<file path="config.mk">
export PLATFORM = sky130hd
export DESIGN_NAME = risco_wb_bridge
export DESIGN_NICKNAME = d
export VERILOG_FILES = /design/src/rtl/risco_wb_bridge.sv
export SDC_FILE = /design/constraint.sdc
export NUM_CORES = 1
export LEC_CHECK = 0
export ABC_AREA = 0
export BUFFER_PORTS_ARGS = -buffer_cell sky130_fd_sc_hd__buf_2
export CORE_UTILIZATION = 55
export CTS_CLUSTER_DIAMETER = 80
export DETAILED_ROUTE_END_ITERATION = 7
export PLACE_DENSITY = 0.94
export SYNTH_ARGS = -nofsm -noshare
export SYNTH_HDL_FRONTEND = slang
export SYNTH_SLANG_ARGS = --single-unit
</file>
<file path="constraint.sdc">
create_clock -name clk -period 3.7 [get_ports clk]
set_input_delay 0.185 -clock clk [delete_from_list [all_inputs] [get_ports clk]]
set_output_delay 0.185 -clock clk [all_outputs]
set_load 0.01 [all_outputs]
</file>
<file path="src/rtl/risco_wb_bridge.sv">
// Bridges the Baby-Risco-5 load/store port onto a Wishbone-classic master port.
// Sub-word stores use read-modify-write because the bus has no byte selects.
module risco_wb_bridge #(
  parameter int unsigned TIMEOUT_CYCLES = 1024,
  parameter int unsigned ADDR_WIDTH     = 32
) (
  input  logic                  clk,
  input  logic                  rst_n,
  input  logic                  mem_rd_i,
  input  logic                  mem_wr_i,
  input  logic [2:0]            mem_option_i,
  input  logic [ADDR_WIDTH-1:0] mem_addr_i,
  input  logic [31:0]           mem_wdata_i,
  output logic [31:0]           mem_rdata_o,
  output logic                  mem_resp_o,
  output logic                  mem_err_o,
  output logic                  wb_cyc_o,
  output logic                  wb_stb_o,
  output logic                  wb_we_o,
  output logic [ADDR_WIDTH-1:0] wb_addr_o,
  output logic [31:0]           wb_data_o,
  input  logic [31:0]           wb_data_i,
  input  logic                  wb_ack_i
);

  localparam int unsigned CNT_W = (TIMEOUT_CYCLES > 1) ? $clog2(TIMEOUT_CYCLES) : 1;
  localparam logic [CNT_W-1:0] CNT_LAST = CNT_W'(TIMEOUT_CYCLES - 1);

  typedef enum logic [2:0] {IDLE, RD, RMW_RD, GAP, WR, RESP} state_t;

  state_t                state_q, state_d;
  logic [2:0]            opt_q, opt_d;
  logic [ADDR_WIDTH-1:0] addr_q, addr_d;
  logic [31:0]           word_q, word_d;
  logic                  err_q, err_d;
  logic [CNT_W-1:0]      cnt_q, cnt_d;
  logic                  cyc_q, cyc_d;
  logic                  we_q, we_d;
  logic [31:0]           wdo_q, wdo_d;
  logic                  resp_q, resp_d;
  logic [31:0]           rdata_q, rdata_d;
  logic                  erro_q, erro_d;

  logic                  ack_c, tmo_c, bad_c;
  logic [4:0]            sh_c;
  logic [31:0]           lane_c, mask_c, merged_c, load_c;

  // Request validation, lane alignment, load extension and store merge
  always_comb begin
    bad_c = (mem_rd_i & mem_wr_i)
          | (mem_option_i == 3'b011) | (mem_option_i[2:1] == 2'b11)
          | ((mem_option_i[1:0] == 2'b01) & mem_addr_i[0])
          | ((mem_option_i == 3'b010) & (mem_addr_i[1:0] != 2'b00));
    ack_c  = cyc_q & wb_ack_i;
    tmo_c  = cyc_q & ~wb_ack_i & (cnt_q == CNT_LAST);
    sh_c   = {addr_q[1:0], 3'b000};
    lane_c = wb_data_i >> sh_c;
    mask_c = (opt_q[0] ? 32'h0000_FFFF : 32'h0000_00FF) << sh_c;
    merged_c = (wb_data_i & ~mask_c) | ((word_q << sh_c) & mask_c);
    case (opt_q)
      3'b000:  load_c = {{24{lane_c[7]}}, lane_c[7:0]};
      3'b100:  load_c = {24'h0, lane_c[7:0]};
      3'b001:  load_c = {{16{lane_c[15]}}, lane_c[15:0]};
      3'b101:  load_c = {16'h0, lane_c[15:0]};
      default: load_c = wb_data_i;
    endcase
  end

  // Next-state and registered-output logic
  always_comb begin
    state_d = state_q;
    opt_d   = opt_q;
    addr_d  = addr_q;
    word_d  = word_q;
    err_d   = err_q;
    cnt_d   = '0;
    cyc_d   = 1'b0;
    we_d    = 1'b0;
    wdo_d   = 32'h0;
    resp_d  = 1'b0;
    rdata_d = 32'h0;
    erro_d  = 1'b0;
    case (state_q)
      IDLE: begin
        // resp_q high means the request on the inputs is the one just completed
        if ((mem_rd_i | mem_wr_i) & ~resp_q) begin
          opt_d  = mem_option_i;
          addr_d = mem_addr_i;
          word_d = mem_wdata_i;
          err_d  = 1'b0;
          if (bad_c) begin
            err_d   = 1'b1;
            word_d  = 32'h0;
            state_d = RESP;
          end else if (mem_rd_i) begin
            state_d = RD;
          end else if (mem_option_i == 3'b010) begin
            state_d = WR;
          end else begin
            state_d = RMW_RD;
          end
        end
      end
      RD, RMW_RD, WR: begin
        if (ack_c) begin
          case (state_q)
            RD:      begin word_d = load_c;   state_d = RESP; end
            RMW_RD:  begin word_d = merged_c; state_d = GAP;  end
            default: begin word_d = 32'h0;    state_d = RESP; end
          endcase
        end else if (tmo_c) begin
          err_d   = 1'b1;
          word_d  = 32'h0;
          state_d = RESP;
        end else begin
          cyc_d = 1'b1;
          we_d  = (state_q == WR);
          wdo_d = (state_q == WR) ? word_q : 32'h0;
          cnt_d = cyc_q ? cnt_q + CNT_W'(1) : '0;
        end
      end
      GAP: state_d = WR;
      RESP: begin
        resp_d  = 1'b1;
        rdata_d = word_q;
        erro_d  = err_q;
        state_d = IDLE;
      end
      default: state_d = IDLE;
    endcase
  end

  always_ff @(posedge clk or negedge rst_n) begin
    if (!rst_n) begin
      state_q <= IDLE;
      opt_q   <= 3'b000;
      addr_q  <= '0;
      word_q  <= 32'h0;
      err_q   <= 1'b0;
      cnt_q   <= '0;
      cyc_q   <= 1'b0;
      we_q    <= 1'b0;
      wdo_q   <= 32'h0;
      resp_q  <= 1'b0;
      rdata_q <= 32'h0;
      erro_q  <= 1'b0;
    end else begin
      state_q <= state_d;
      opt_q   <= opt_d;
      addr_q  <= addr_d;
      word_q  <= word_d;
      err_q   <= err_d;
      cnt_q   <= cnt_d;
      cyc_q   <= cyc_d;
      we_q    <= we_d;
      wdo_q   <= wdo_d;
      resp_q  <= resp_d;
      rdata_q <= rdata_d;
      erro_q  <= erro_d;
    end
  end

  assign wb_cyc_o    = cyc_q;
  assign wb_stb_o    = cyc_q;
  assign wb_we_o     = we_q;
  assign wb_addr_o   = {addr_q[ADDR_WIDTH-1:2], 2'b00};
  assign wb_data_o   = wdo_q;
  assign mem_resp_o  = resp_q;
  assign mem_rdata_o = rdata_q;
  assign mem_err_o   = erro_q;

endmodule

</file>
==> Word level (Yosys, flattened, before mapping) <==
Index checks and enable logic that the tools add are counted.
{ "word_totals": {"reg_bits": 149, "wordCells": 98} }
{ "classes": {"addsub": 1, "n_eq_ne": 17, "shift": 3, "n_mux": 38, "bitwise_logic": 18, "n_reduce_logical": 9} }
{ "ops": {"columns": ["op", "count"], "rows": [
  ["$mux 32", 9],
  ["$pmux 32 s2", 2],
  ["$pmux 32 s4", 1],
  ["$and 32x32->32", 2],
  ["$mux 10", 4],
  ["$not 32->32", 1],
  ["$or 32x32->32", 1],
  ["$shl 16x5->32", 1],
  ["$shl 32x5->32", 1],
  ["$shr 32x5->16", 1],
  ["$mux 3", 7],
  ["$mux 16", 1],
  ["$eq 3x2->1 const B", 4],
  ["$eq 3x3->1 const B", 4],
  ["$mux 1", 12],
  ["$add 10x1->10 const B", 1],
  ["$eq 10x10->1 const B", 1],
  ["$pmux 3 s3", 1],
  ["$and 1x1->1", 7],
  ["$eq 3x1->1 const B", 2],
  ["$logic_not 3->1", 2],
  ["$ne 2x2->1 const B", 3],
  ["$or 1x1->1", 5],
  ["$reduce_and 2->1", 2],
  ["other kinds (9)", 11]
]} }

==> Longest topological paths before layout <==
{ "depth": {"depth_word": 8, "ltp_mapped": 8, "ltp_nobuf": 6} }

==> Worst setup path after synthesis <==
No wires, ideal clock.
{ "synth_path": {"kind": "register -> register", "from": "register cnt_q[0]", "to": "register word_q[7]", "t_arrival_ps": 1923, "setup_slack_ps": 1651, "stages_incl_launch_ff": 9, "path_buffers": 2, "synth_period_minus_slack_ps": 2049, "path_cell_list": "dfrtp_1 ha_1 nand3_1 or4_4 a21bo_2 buf_2 buf_2 a21oi_1 a21oi_1"} }
{ "synth_via": {"elab_chain_len": 4} }
{ "synth_lines": {"columns": ["item", "line_no", "source"], "rows": [
  ["from (decl)", "36", "logic [CNT_W-1:0] cnt_q, cnt_d;"],
  ["from (signal assigned)", "153", "cnt_q <= cnt_d;"],
  ["$eq 10x10->1", "55", "tmo_c = cyc_q & ~wb_ack_i & (cnt_q == CNT_LAST);"],
  ["$and 1x1->1", "55", null],
  ["$ne 3x3->1 (no source line)", null, null],
  ["$reduce_and 3->1 (no source line)", null, null],
  ["to (signal assigned)", "151", "word_q <= word_d;"],
  ["to (decl)", "34", "logic [31:0] word_q, word_d;"]
]} }
Every way passes these cells.
A chain may end at the register's enable or synchronous reset.

==> Worst setup path after layout <==
{ "layout_path": {"from": "register state_q[0]", "to": "register wdo_q[3], in the netlist wb_data_o[3]"} }
{ "layout_via": {"elab_chain_len": 5, "elab_cells_between_ends": 8, "cone_classes": "eq/ne (3); mux (4); reduce/logical (1)"} }
{ "layout_lines": {"columns": ["item", "line_no", "source"], "rows": [
  ["from (decl)", "31", "state_t state_q, state_d;"],
  ["from (signal assigned)", "148", "state_q <= state_d;"],
  ["$eq 3x3->1", "83, 118", null],
  ["$mux 32", "118", "wdo_d = (state_q == WR) ? word_q : 32'h0;"],
  ["$mux 32", "111", "end else if (tmo_c) begin"],
  ["$mux 32", "105", "if (ack_c) begin"],
  ["$mux 32 *", "83", "case (state_q)"],
  ["named net wdo_d[3]", "39", "logic [31:0] wdo_q, wdo_d;"],
  ["to (signal assigned)", "156", "wdo_q <= wdo_d;"],
  ["to (decl)", "39", null]
]} }
Mark *: on every way through the listed nets, which the timed path passes. The rest lies on a longest branch.

==> flow_summary.yaml <==
drt:
  routed_via_density: 5.99
  vias: 6470
  wl_met1_um: 7910
  dr.pass1.iters: 7
  dr_wl_met3_um: 2110
  first_iter_violations: 865
  wl_um: 21000
  wl_met2_um: 10100
  drtAntennaViolNets: 0
  top_layer_used: "met4"
  wl_per_cell_um: 19.4
  drc: 0
timing:
  fin_worst_skew_ps: 9.23
  min_period_ps: 2720
  slew_headroom: 0.358
  tightest_slew_ps: 955
  rsz0062_at_grt: "false"
  hold_violations: 0
  slew_violations: 0
  finalCritPeriodShare: 0.736
  max_freq_mhz: 367
  worst_slack_ps: 976
  finalSetupViolCount: 0
  setup_tns_ps: 0
pwr:
  leakage_nw: 4.46
  ir_worst_vdd_uv: 568
  p_per_area_nw_per_um2: 860
synth:
  synthesis.area_sq_um: 7450
  ys_types: 58
  post-synth-top-area-cell: "dfrtp_1"
  netlist.area_leader.share: 0.500
  async_flop_share: 1.00
  ys_top_cells_by_area: "dfrtp_1, mux2_2, and2_1"
  ys_ff_latch: 149
  yosysWarnings: 0
  netlist_instances: 708
  synth_seq_area_share: 0.500
  yosys_most_used_dff: "dfrtp_1"
  synth_edf_count: 0
  avgSynthCellArea_sq_um: 10.5
die:
  core-area_sq_um: 13200
  chipWidth_um: 118
  die_area_sq_um: 14000
  row_count: 42
  start_util: 0.563
  die_h_um: 118
  io_pins: 205
global_route:
  grt_pass1_vias: 6164
  track_usage: 0.305
  antenna_found_initial: 0
  grt_first_pass_wirelength_um: 32700
  grt_start_max_net_pins: 86
  grt.overflow.total: 0
worst_setup_path:
  start_kind: "register"
  worstSetupEndpointType: "register"
  crit_fanout: 26
  crit_arrival_ps: 3080
  cp.required_ps: 4060
  critPathKind: "register to register"
clock_tree:
  cts_root_buf: "clkbuf_16"
  cts_setup_buffers: 0
  cts_sinks: 149
  cts.htree.levels: 4
  cts_buffer_depth: 2
  postCtsResizedCells: 0
  clk_latency_ps: 430
  cts_buffers: 17
  clkTransAtPathRegs_ps: 60
  cts_tree: "done"
place:
  place_ws_ps: 1050
  io_buffers: 202
  dp_hpwl_um: 14400
  placedInstanceArea_sq_um: 8330
  placed_cells: 1016
  gp_congestion: 0.946
cells_and_area:
  seq_area_sq_um: 3730
  fin_nets: 996
  layout-drive-gt1-share: 0.348
  area_growth_pct: 24.1
  fillCellCount: 952
  num_antenna_cells: 0
  layout.cells.non_filler: 1080
  multiInputGateArea_sq_um: 3250
  stdcell_area_sq_um: 9250
run:
  drv_cap: 0
run_status:
  status: "complete, no violations"
worst_hold_path:
  hp-class: "primary input to register"
==> sequential cells by signal, indices dropped and copies added, names as in the netlist <==
signal / cells
wb_data_o: 32
opt_q: 3
wb_cyc_o: 1
state_q: 3
addr_q: 32
mem_rdata_o: 32
mem_resp_o: 1
cnt_q: 10
err_q: 1
wb_we_o: 1
mem_err_o: 1
word_q: 32
==> path summary, 6_finish.rpt <==
check,startpoint,end,slack (ps),cells after the start
min in group asynchronous,rst_n,wb_data_o[11],350,2
worst max register to register,state_q[0],wb_data_o[3],980,6
worst min register to register,addr_q[21],addr_q[21],500,1
worst max-delay path,state_q[0],wb_data_o[3],980,6
worst min-delay path,mem_wdata_i[18],word_q[18],7,3
max in group asynchronous,rst_n,wb_data_o[28],2440,3
==> cell families after synthesis <==
group,share of synthesized area
buffers and inverters,0.0661
adders and majority gates,0.00168
DFF,0.500
other,0.000503
muxes,0.104
and+or+nand+nor,0.175
AOI/OAI and AO/OA,0.143
xor gates and xnor gates,0.00940
==> layer usage <==
layer | track usage | vias to the layer above
li1 | - | 2838
met1 | 0.392 | 3102
met2 | 0.483 | 442
met3 | 0.0869 | 88
met4 | 0.136 | 0
met5 | 0 | -
==> through the flow <==
step	hold WS [ps]	utilization	power, mW
2_1_floorplan	-111	-	5.30
3_3_place_gp	274	0.629	5.97
3_5_place_dp	272	0.629	6.10
4_1_cts	4.97	0.698	7.86
5_1_grt	2.10	0.698	8.37
6_report	7.12	0.698	7.95
==> synth_stat cells, types with 2 or more instances <==
cell type / n
a211o_1: 8
a211oi_1: 9
a21o_1: 8
a21oi_1: 34
a221oi_1: 18
a22oi_1: 7
a2bb2oi_1: 7
a31o_2: 2
a31oi_1: 9
a32oi_1: 6
and2_1: 68
and3_1: 4
buf_1: 2
buf_2: 19
buf_4: 35
clkbuf_1: 26
dfrtp_1: 149
inv_1: 7
mux2_2: 48
mux2i_1: 19
mux4_2: 2
nand2_1: 32
nand2b_1: 18
nand3_1: 34
nand3b_1: 9
nor2_1: 51
nor2b_1: 3
nor3_1: 4
nor4_1: 2
nor4b_4: 2
o21a_1: 2
o21ai_0: 21
o21ba_2: 2
o221a_2: 2
o22ai_1: 8
o31ai_1: 2
or3_1: 2
xnor2_1: 5
xor2_1: 3
==> worst max-delay path: stages (launching register included) <==
cell      delay [ps]
dfrtp_1          540
nand2b_1         350
a311oi_2         430
and2_1           250
nor4b_4          560
buf_4            340
and2_1           170
==> power breakdown <==
| part | internal [mW] | leakage [nW] | switching (mW) |
|---|---|---|---|
| Combinational | 1.50 | 2.24 | 1.93 |
| Clock | 1.01 | 0.281 | 0.712 |
| Sequential | 2.20 | 1.93 | 0.607 |
| Total | 4.71 | 4.46 | 3.25 |
==> cell type report <==
cell class                      count  area share
Tap cell                          176      0.0238
Timing Repair Buffer              245       0.154
Clock buffer                       17      0.0460
Inverter                            8     0.00325
Multi-Input combinational cell    470       0.352
Sequential cell                   149       0.403
Clock inverter                     15      0.0184
==> cells in the final DEF, fill, tap and decap left out, types with 21 or more instances in the layout <==
cell | synthesis | routed
a21oi_1 | 34 | 34
and2_1 | 68 | 68
buf_2 | 19 | 201
dfrtp_1 | 149 | 149
dlygate4sd3_1 | 0 | 32
mux2_2 | 48 | 48
nand2_1 | 32 | 32
nand3_1 | 34 | 34
nor2_1 | 51 | 51
o21ai_0 | 21 | 21
==> what timing repair did <==
action | CTS | global route
endpoints found under the setup margin | 0 | 0
endpoints found under the hold margin | 113 | 1
hold buffers | 31 | 1
Power figures use the tool's default switching activity.
